`config.mk`:
```
export PLATFORM = sky130hd
export DESIGN_NAME = if_id_skid_reg
export DESIGN_NICKNAME = d
export VERILOG_FILES = /design/src/rtl/if_id_skid_reg.sv
export SDC_FILE = /design/constraint.sdc
export NUM_CORES = 1
export LEC_CHECK = 0
export CAP_MARGIN = 10
export CORE_MARGIN = 10
export CORE_UTILIZATION = 25
export DETAILED_ROUTE_END_ITERATION = 10
export DONT_BUFFER_PORTS = 1
export GPL_TIMING_DRIVEN = 0
export HOLD_SLACK_MARGIN = 0.02
export REMOVE_ABC_BUFFERS = 1
export SETUP_SLACK_MARGIN = 0.05
export SLEW_MARGIN = 20
export SYNTH_ARGS = -nofsm -noshare
export SYNTH_HDL_FRONTEND = slang
export SYNTH_SLANG_ARGS = --single-unit
```
`constraint.sdc`:
```
create_clock -name clk -period 2.95 [get_ports clk]
set_input_delay 0.4425 -clock clk [delete_from_list [all_inputs] [get_ports clk]]
set_output_delay 0.4425 -clock clk [all_outputs]
set_load 0.01 [all_outputs]
```
`src/rtl/if_id_skid_reg.sv`:
```
// if_id_skid_reg: IF/ID 2-entry skid buffer with valid/ready, flush, NOP bubbles and a saturating stall counter
module if_id_skid_reg #(
  parameter int INSTR_W = 16,
  parameter int PC_W = 16,
  parameter logic [INSTR_W-1:0] NOP_INSTR = 16'h0000,
  parameter int STALL_CNT_W = 8
) (
  input  logic                   clk,
  input  logic                   rst,
  input  logic                   in_valid,
  output logic                   in_ready,
  input  logic [PC_W-1:0]        in_pc_plus_two,
  input  logic [INSTR_W-1:0]     in_instruction,
  input  logic                   flush,
  output logic                   out_valid,
  input  logic                   out_ready,
  output logic [PC_W-1:0]        out_pc_plus_two,
  output logic [INSTR_W-1:0]     out_instruction,
  output logic [STALL_CNT_W-1:0] stall_count
);
  typedef enum logic [1:0] {EMPTY = 2'b00, ONE = 2'b01, FULL = 2'b11} state_t;
  state_t state, nxt;
  logic acc, con, ld_in, ld_skid;
  logic [INSTR_W-1:0] skid_ins, ins_d;
  logic [PC_W-1:0] skid_pc, pc_d;
  assign out_valid = state[0];
  assign in_ready = ~state[1];
  always_comb begin
    acc = in_valid & in_ready;
    con = out_valid & out_ready;
    ld_in = acc & (~out_valid | con);
    ld_skid = state[1] & con;
    nxt = flush ? EMPTY : ld_in ? ONE : acc ? FULL : ld_skid ? ONE : con ? EMPTY : state;
    ins_d = nxt == EMPTY ? NOP_INSTR : ld_in ? in_instruction : ld_skid ? skid_ins : out_instruction;
    pc_d = nxt == EMPTY ? '0 : ld_in ? in_pc_plus_two : ld_skid ? skid_pc : out_pc_plus_two;
  end
  always_ff @(posedge clk or posedge rst) begin
    if (rst) begin
      state <= EMPTY;
      out_instruction <= NOP_INSTR;
      out_pc_plus_two <= '0;
      skid_ins <= '0;
      skid_pc <= '0;
      stall_count <= '0;
    end else begin
      state <= nxt;
      out_instruction <= ins_d;
      out_pc_plus_two <= pc_d;
      if (acc) begin
        skid_ins <= in_instruction;
        skid_pc <= in_pc_plus_two;
      end
      if (out_valid & ~out_ready & ~&stall_count) stall_count <= stall_count + 1'b1;
    end
  end
endmodule
```
# Word-level counts from Yosys, hierarchy flattened
# Index checks and enable logic that the tools add are counted.
# totals
ff_bits	74
latch_bits	0
mem_bits_rw	0
mem_bits_ro	0
inputBits	37
memories	0
# op_classes
add_sub_neg	1
n_mul	0
div	0
n_lt_le_gt_ge	0
n_eq_ne	0
shifts	0
n_mux	11
bitwise	10
n_reduce_logical	4
# ops
operator	count
2-to-1 mux 16 bit	6
2-to-1 mux 2 bit	5
adder 8 x 1 -> 8 bit (second input constant)	1
AND reduction 8 bit	1
bitwise AND 1 bit	6
inverter 1 bit	3
nonzero test 3 bit	1
zero test 2 bit	1
zero test 1 bit	1
bitwise OR 1 bit	1

# Depth between registers and ports, before layout
# depth
depth_word	8
mapped_depth	5
mapped_depth_nobuf	4

# Worst setup path after synthesis
# Ideal clock, no wire load.
# synth_timing
kind	flip-flop to flip-flop
from	register stall_count[0]
to	register stall_count[1]
setup_ps	125
arrival_ps	1431
required_time_ps	2825
slack_ps	1395
path_stages_with_launch	5
period_less_slack_ps	1555
cell_sequence	dfrtp_1 -> ha_1 -> nand4_1 -> o21ai_1 -> mux2_2
# synth_between
elab_chain_cells	3
word_cells_on_any_way	4
# synth_lines
element	line	rtl
start, declared	19	output logic [STALL_CNT_W-1:0] stall_count
start signal, assigned	53	if (out_valid & ~out_ready & ~&stall_count) stall_count <= stall_count + 1'b1;
branches (longest 3 deep; another with adder 8 x 1 -> 8 bit)	-	
# Parallel ways; which one is timed is not known.
# A chain may end at the register's enable or synchronous reset.

# Final worst setup path
# layout_timing
from	register state[0]
to	register out_instruction[0]
# layout_between
elab_chain_cells	8
word_cells_on_any_way	14
# layout_lines
element	line	rtl
start, declared	22	state_t state, nxt;
start signal, assigned	46	state <= nxt;
bitwise AND 1 bit	30	con = out_valid & out_ready;
2-to-1 mux 2 bit or bitwise AND 1 bit (tied branches)	33, 32	
2-to-1 mux 2 bit (4 in a row)	33	nxt = flush ? EMPTY : ld_in ? ONE : acc ? FULL : ld_skid ? ONE : con ? EMPTY : state;
zero test 2 bit	34	ins_d = nxt == EMPTY ? NOP_INSTR : ld_in ? in_instruction : ld_skid ? skid_ins : out_instruction;
nonzero test 3 bit (no source line) or 2-to-1 mux 16 bit (tied branches)	-	
end signal, assigned	47	out_instruction <= ins_d;
end, declared	18	output logic [INSTR_W-1:0] out_instruction,
# Several ways; a longest one is shown, not always the timed one.

==> flow_summary.json <==
{
  "run_status": "complete, no violations",
  "place.port_buffers": 0,
  "first_pass_iters": 5,
  "drt_iter0_drc": 249,
  "total_switching_power_uw": 742,
  "layout_commonest_cell": "sky130_fd_sc_hd__nand2_1",
  "drive_above_1_share_pct": 13.7,
  "cts.path.max_buffers": 2,
  "report.final.setup_viol": 0,
  "path_cells": "nand2b_1 -> a21o_4 -> a311oi_2",
  "num_io_pins": 79,
  "finalNetCount": 383,
  "finClkSkew_ns": 0.00720,
  "cpLargestDelayFamily": "compound AO/OA/AOI/OAI gates",
  "seq_power_share_pct": 48.9,
  "cts-buffers-inserted": 9,
  "track_usage_pct": 10.4,
  "path_max_fanout": 32,
  "syn-cell-area_mm2": 0.00349,
  "final-max-slew-violation-count": 0,
  "cts-htree-levels": 3,
  "finalNonFillerCells": 531,
  "post-place-cells": 513,
  "critPathMaxStageDelay_ns": 0.60,
  "place_hpwl_um": 6570,
  "holdCritStartpoint": "flush",
  "post-route-min-period_ns": 2.07,
  "required_ns": 3.19,
  "fillers": 1444,
  "clockPowerShare_pct": 38.7,
  "cts_root_buf": "sky130_fd_sc_hd__clkbuf_16",
  "grt_pass1_wl_um": 15700,
  "timing.max_cap.violations": 0,
  "pwr_density_cell_mw_per_mm2": 656,
  "route.vias.total": 2679,
  "power.combinational.fraction_pct": 12.3,
  "antenna_left": 0,
  "max-slew-margin-rel_pct": 37.0,
  "critical_path.reg2reg.startpoint": "state[0]",
  "vias_in_the_first_global_route": 2624,
  "detailed_route_wl_um": 9990,
  "fp.coreArea_mm2": 0.0138,
  "via_per_inst": 5.05,
  "path_clk_slew_ns": 0.05,
  "maxClockFrequency_mhz": 483,
  "fin_tns_setup_ns": 0,
  "leakagePower_uw": 0.00165,
  "cts_tree": "done",
  "place_area_mm2": 0.00365,
  "synthFlopType": "sky130_fd_sc_hd__dfrtp_1",
  "worst_skew_pair.late_latency_ns": 0.33,
  "crit_path_start_kind": "register",
  "crit_type": "register to register",
  "worst_setup_path_startpoint": "state[0]",
  "number_of_hold_violations_in_the_final_report": 0,
  "fp-row-count": 43,
  "overflow": 0,
  "area_of_all_placed_cells_without_fillers_mm2": 0.00393,
  "swShare_pct": 28.8,
  "dieWidth_um": 138,
  "fin_total_pwr_uw": 2580,
  "sequential_cell_area_mm2": 0.00185,
  "yosysWarnings": 0,
  "clkSinkCount": 74,
  "hold_class": "primary input to register",
  "ys_ff_latch": 74,
  "wire_per_inst_um": 18.8,
  "multi_input_area_mm2": 0.00146,
  "areaGrowthSynthToFinish_pct": 12.4,
  "setup_repair_after_global_routing_missed_its_margin": "false",
  "synth_cells": 358,
  "worst_margin_pin_slew_ns": 0.946,
  "final_cell_mix": "138 x sky130_fd_sc_hd__nand2_1, 74 x sky130_fd_sc_hd__dfrtp_1, 20 x sky130_fd_sc_hd__nor3_1",
  "vdd.ir_drop.worst_uv": 228,
  "portion_of_the_post_synthesis_area_used_by_sequential_elements_pct": 53.0,
  "number_of_antenna_violations_at_the_first_check_in_global_routing": 0,
  "maximum_number_of_pins_on_one_net_before_global_route_repair": 66,
  "die_y_um": 138,
  "final_min_period_over_clock_period_pct": 70.2,
  "endpoint_kind": "register",
  "ys_async_sr_fraction_pct": 100,
  "number_of_flops_mapped_to_enable_cells_by_yosys": 0,
  "post_cts_buffers": 0,
  "gpl.final_weighted_congestion": 0.715,
  "start_util_pct": 25.4,
  "worstPathBufferInverterCount": 0,
  "number_of_distinct_library_cells_after_synthesis": 31,
  "cell_internal_pwr_uw": 1830,
  "drc": 0,
  "die_area_mm2": 0.0191,
  "critPathSlowestCell": "sky130_fd_sc_hd__a21o_4",
  "synth_area_per_cell_um2": 9.76,
  "hold_ws_ns": 0.179,
  "cp.arrival_ns": 2.31
}
[area by class of cell]
cell class / instances / area share (%)
timing repair buffer: 5 / 2.68
antenna: 1 / 0.0637
clock inverter: 3 / 0.382
tap: 180 / 5.73
clock buffer: 13 / 6.37
multi-input combinational: 251 / 37.2
sequential: 74 / 47.1
inverter: 4 / 0.446
[timing repair]
action | in CTS | in global routing
resized for setup | 0 | 0
hold buffers | 1 | 0
endpoints found under the hold margin | 29 | 0
[worst reg2reg max path: cells and delay by family, from the launching register on]
family           cells  cell delay (ns)
AND/OR/NAND/NOR      1             0.57
flip-flops           1             0.51
AO/OA/AOI/OAI        2             0.91
[registers in the layout (all words and copies together) (netlist names)]
register	flops
out_pc_plus_two	16
skid_pc	16
skid_ins	16
out_instruction	16
stall_count	8
state	2
[synth_stat cells, types with 4 or more instances]
cell type / n / share of area (%)
sky130_fd_sc_hd__a21oi_1: 16 / 2.3
sky130_fd_sc_hd__a311oi_2: 18 / 7.7
sky130_fd_sc_hd__a32oi_1: 13 / 3.3
sky130_fd_sc_hd__buf_2: 10 / 1.4
sky130_fd_sc_hd__buf_4: 8 / 1.7
sky130_fd_sc_hd__buf_6: 5 / 1.6
sky130_fd_sc_hd__clkbuf_1: 6 / 0.64
sky130_fd_sc_hd__dfrtp_1: 74 / 53
sky130_fd_sc_hd__inv_1: 4 / 0.43
sky130_fd_sc_hd__mux2_2: 5 / 1.6
sky130_fd_sc_hd__nand2_1: 138 / 15
sky130_fd_sc_hd__nand2b_1: 4 / 0.72
sky130_fd_sc_hd__nand4_1: 4 / 0.72
sky130_fd_sc_hd__nor3_1: 20 / 2.9
sky130_fd_sc_hd__o211ai_1: 13 / 2.8
[final timing paths]
check / end / slack (ns) / depth (start not counted)
max in group asynchronous: out_instruction[0] / 1.73 / 3
min in group asynchronous: out_instruction[9] / 0.63 / 2
hold / removal: state[0] / 0.18 / 1
setup / recovery: out_instruction[0] / 0.88 / 3
hold reg to reg: skid_ins[10] / 0.48 / 2
setup reg to reg: out_instruction[0] / 0.88 / 3
[metal layers]
metal | vias to the layer above | wire, µm | track usage, %
met1 | 1335 | 3950 | 11.9
met5 | - | 0 | 0
met3 | 12 | 830 | 4.42
met4 | 0 | 170 | 4.72
met2 | 109 | 5040 | 16.4
li1 | 1223 | - | -
[per-stage QoR]
step,setup slack [ns],util [%]
after floorplan,0.0350,-
after global placement,-1.66,25.6
after detailed placement,0.882,26.5
after CTS,0.874,28.5
after global routing,0.701,28.5
final,0.879,28.5
[power groups by stage]
stage,Clock (µW),Combinational [µW],Sequential [µW]
2_1_floorplan,0,234,1250
3_3_place_gp,0,292,1270
3_5_place_dp,0,322,1280
4_1_cts,1040,323,1260
5_1_grt,1090,357,1280
6_report,998,318,1260
[cell families after synthesis]
group | after synthesis | synth area share, %
compound gates | 67 | 17.7
xor+xnor | 1 | 0.251
fa+ha+maj | 1 | 0.358
buf+inv | 33 | 5.84
flops | 74 | 53.0
mux | 6 | 1.93
simple gates | 176 | 20.9
Power figures use the tool's default switching activity.
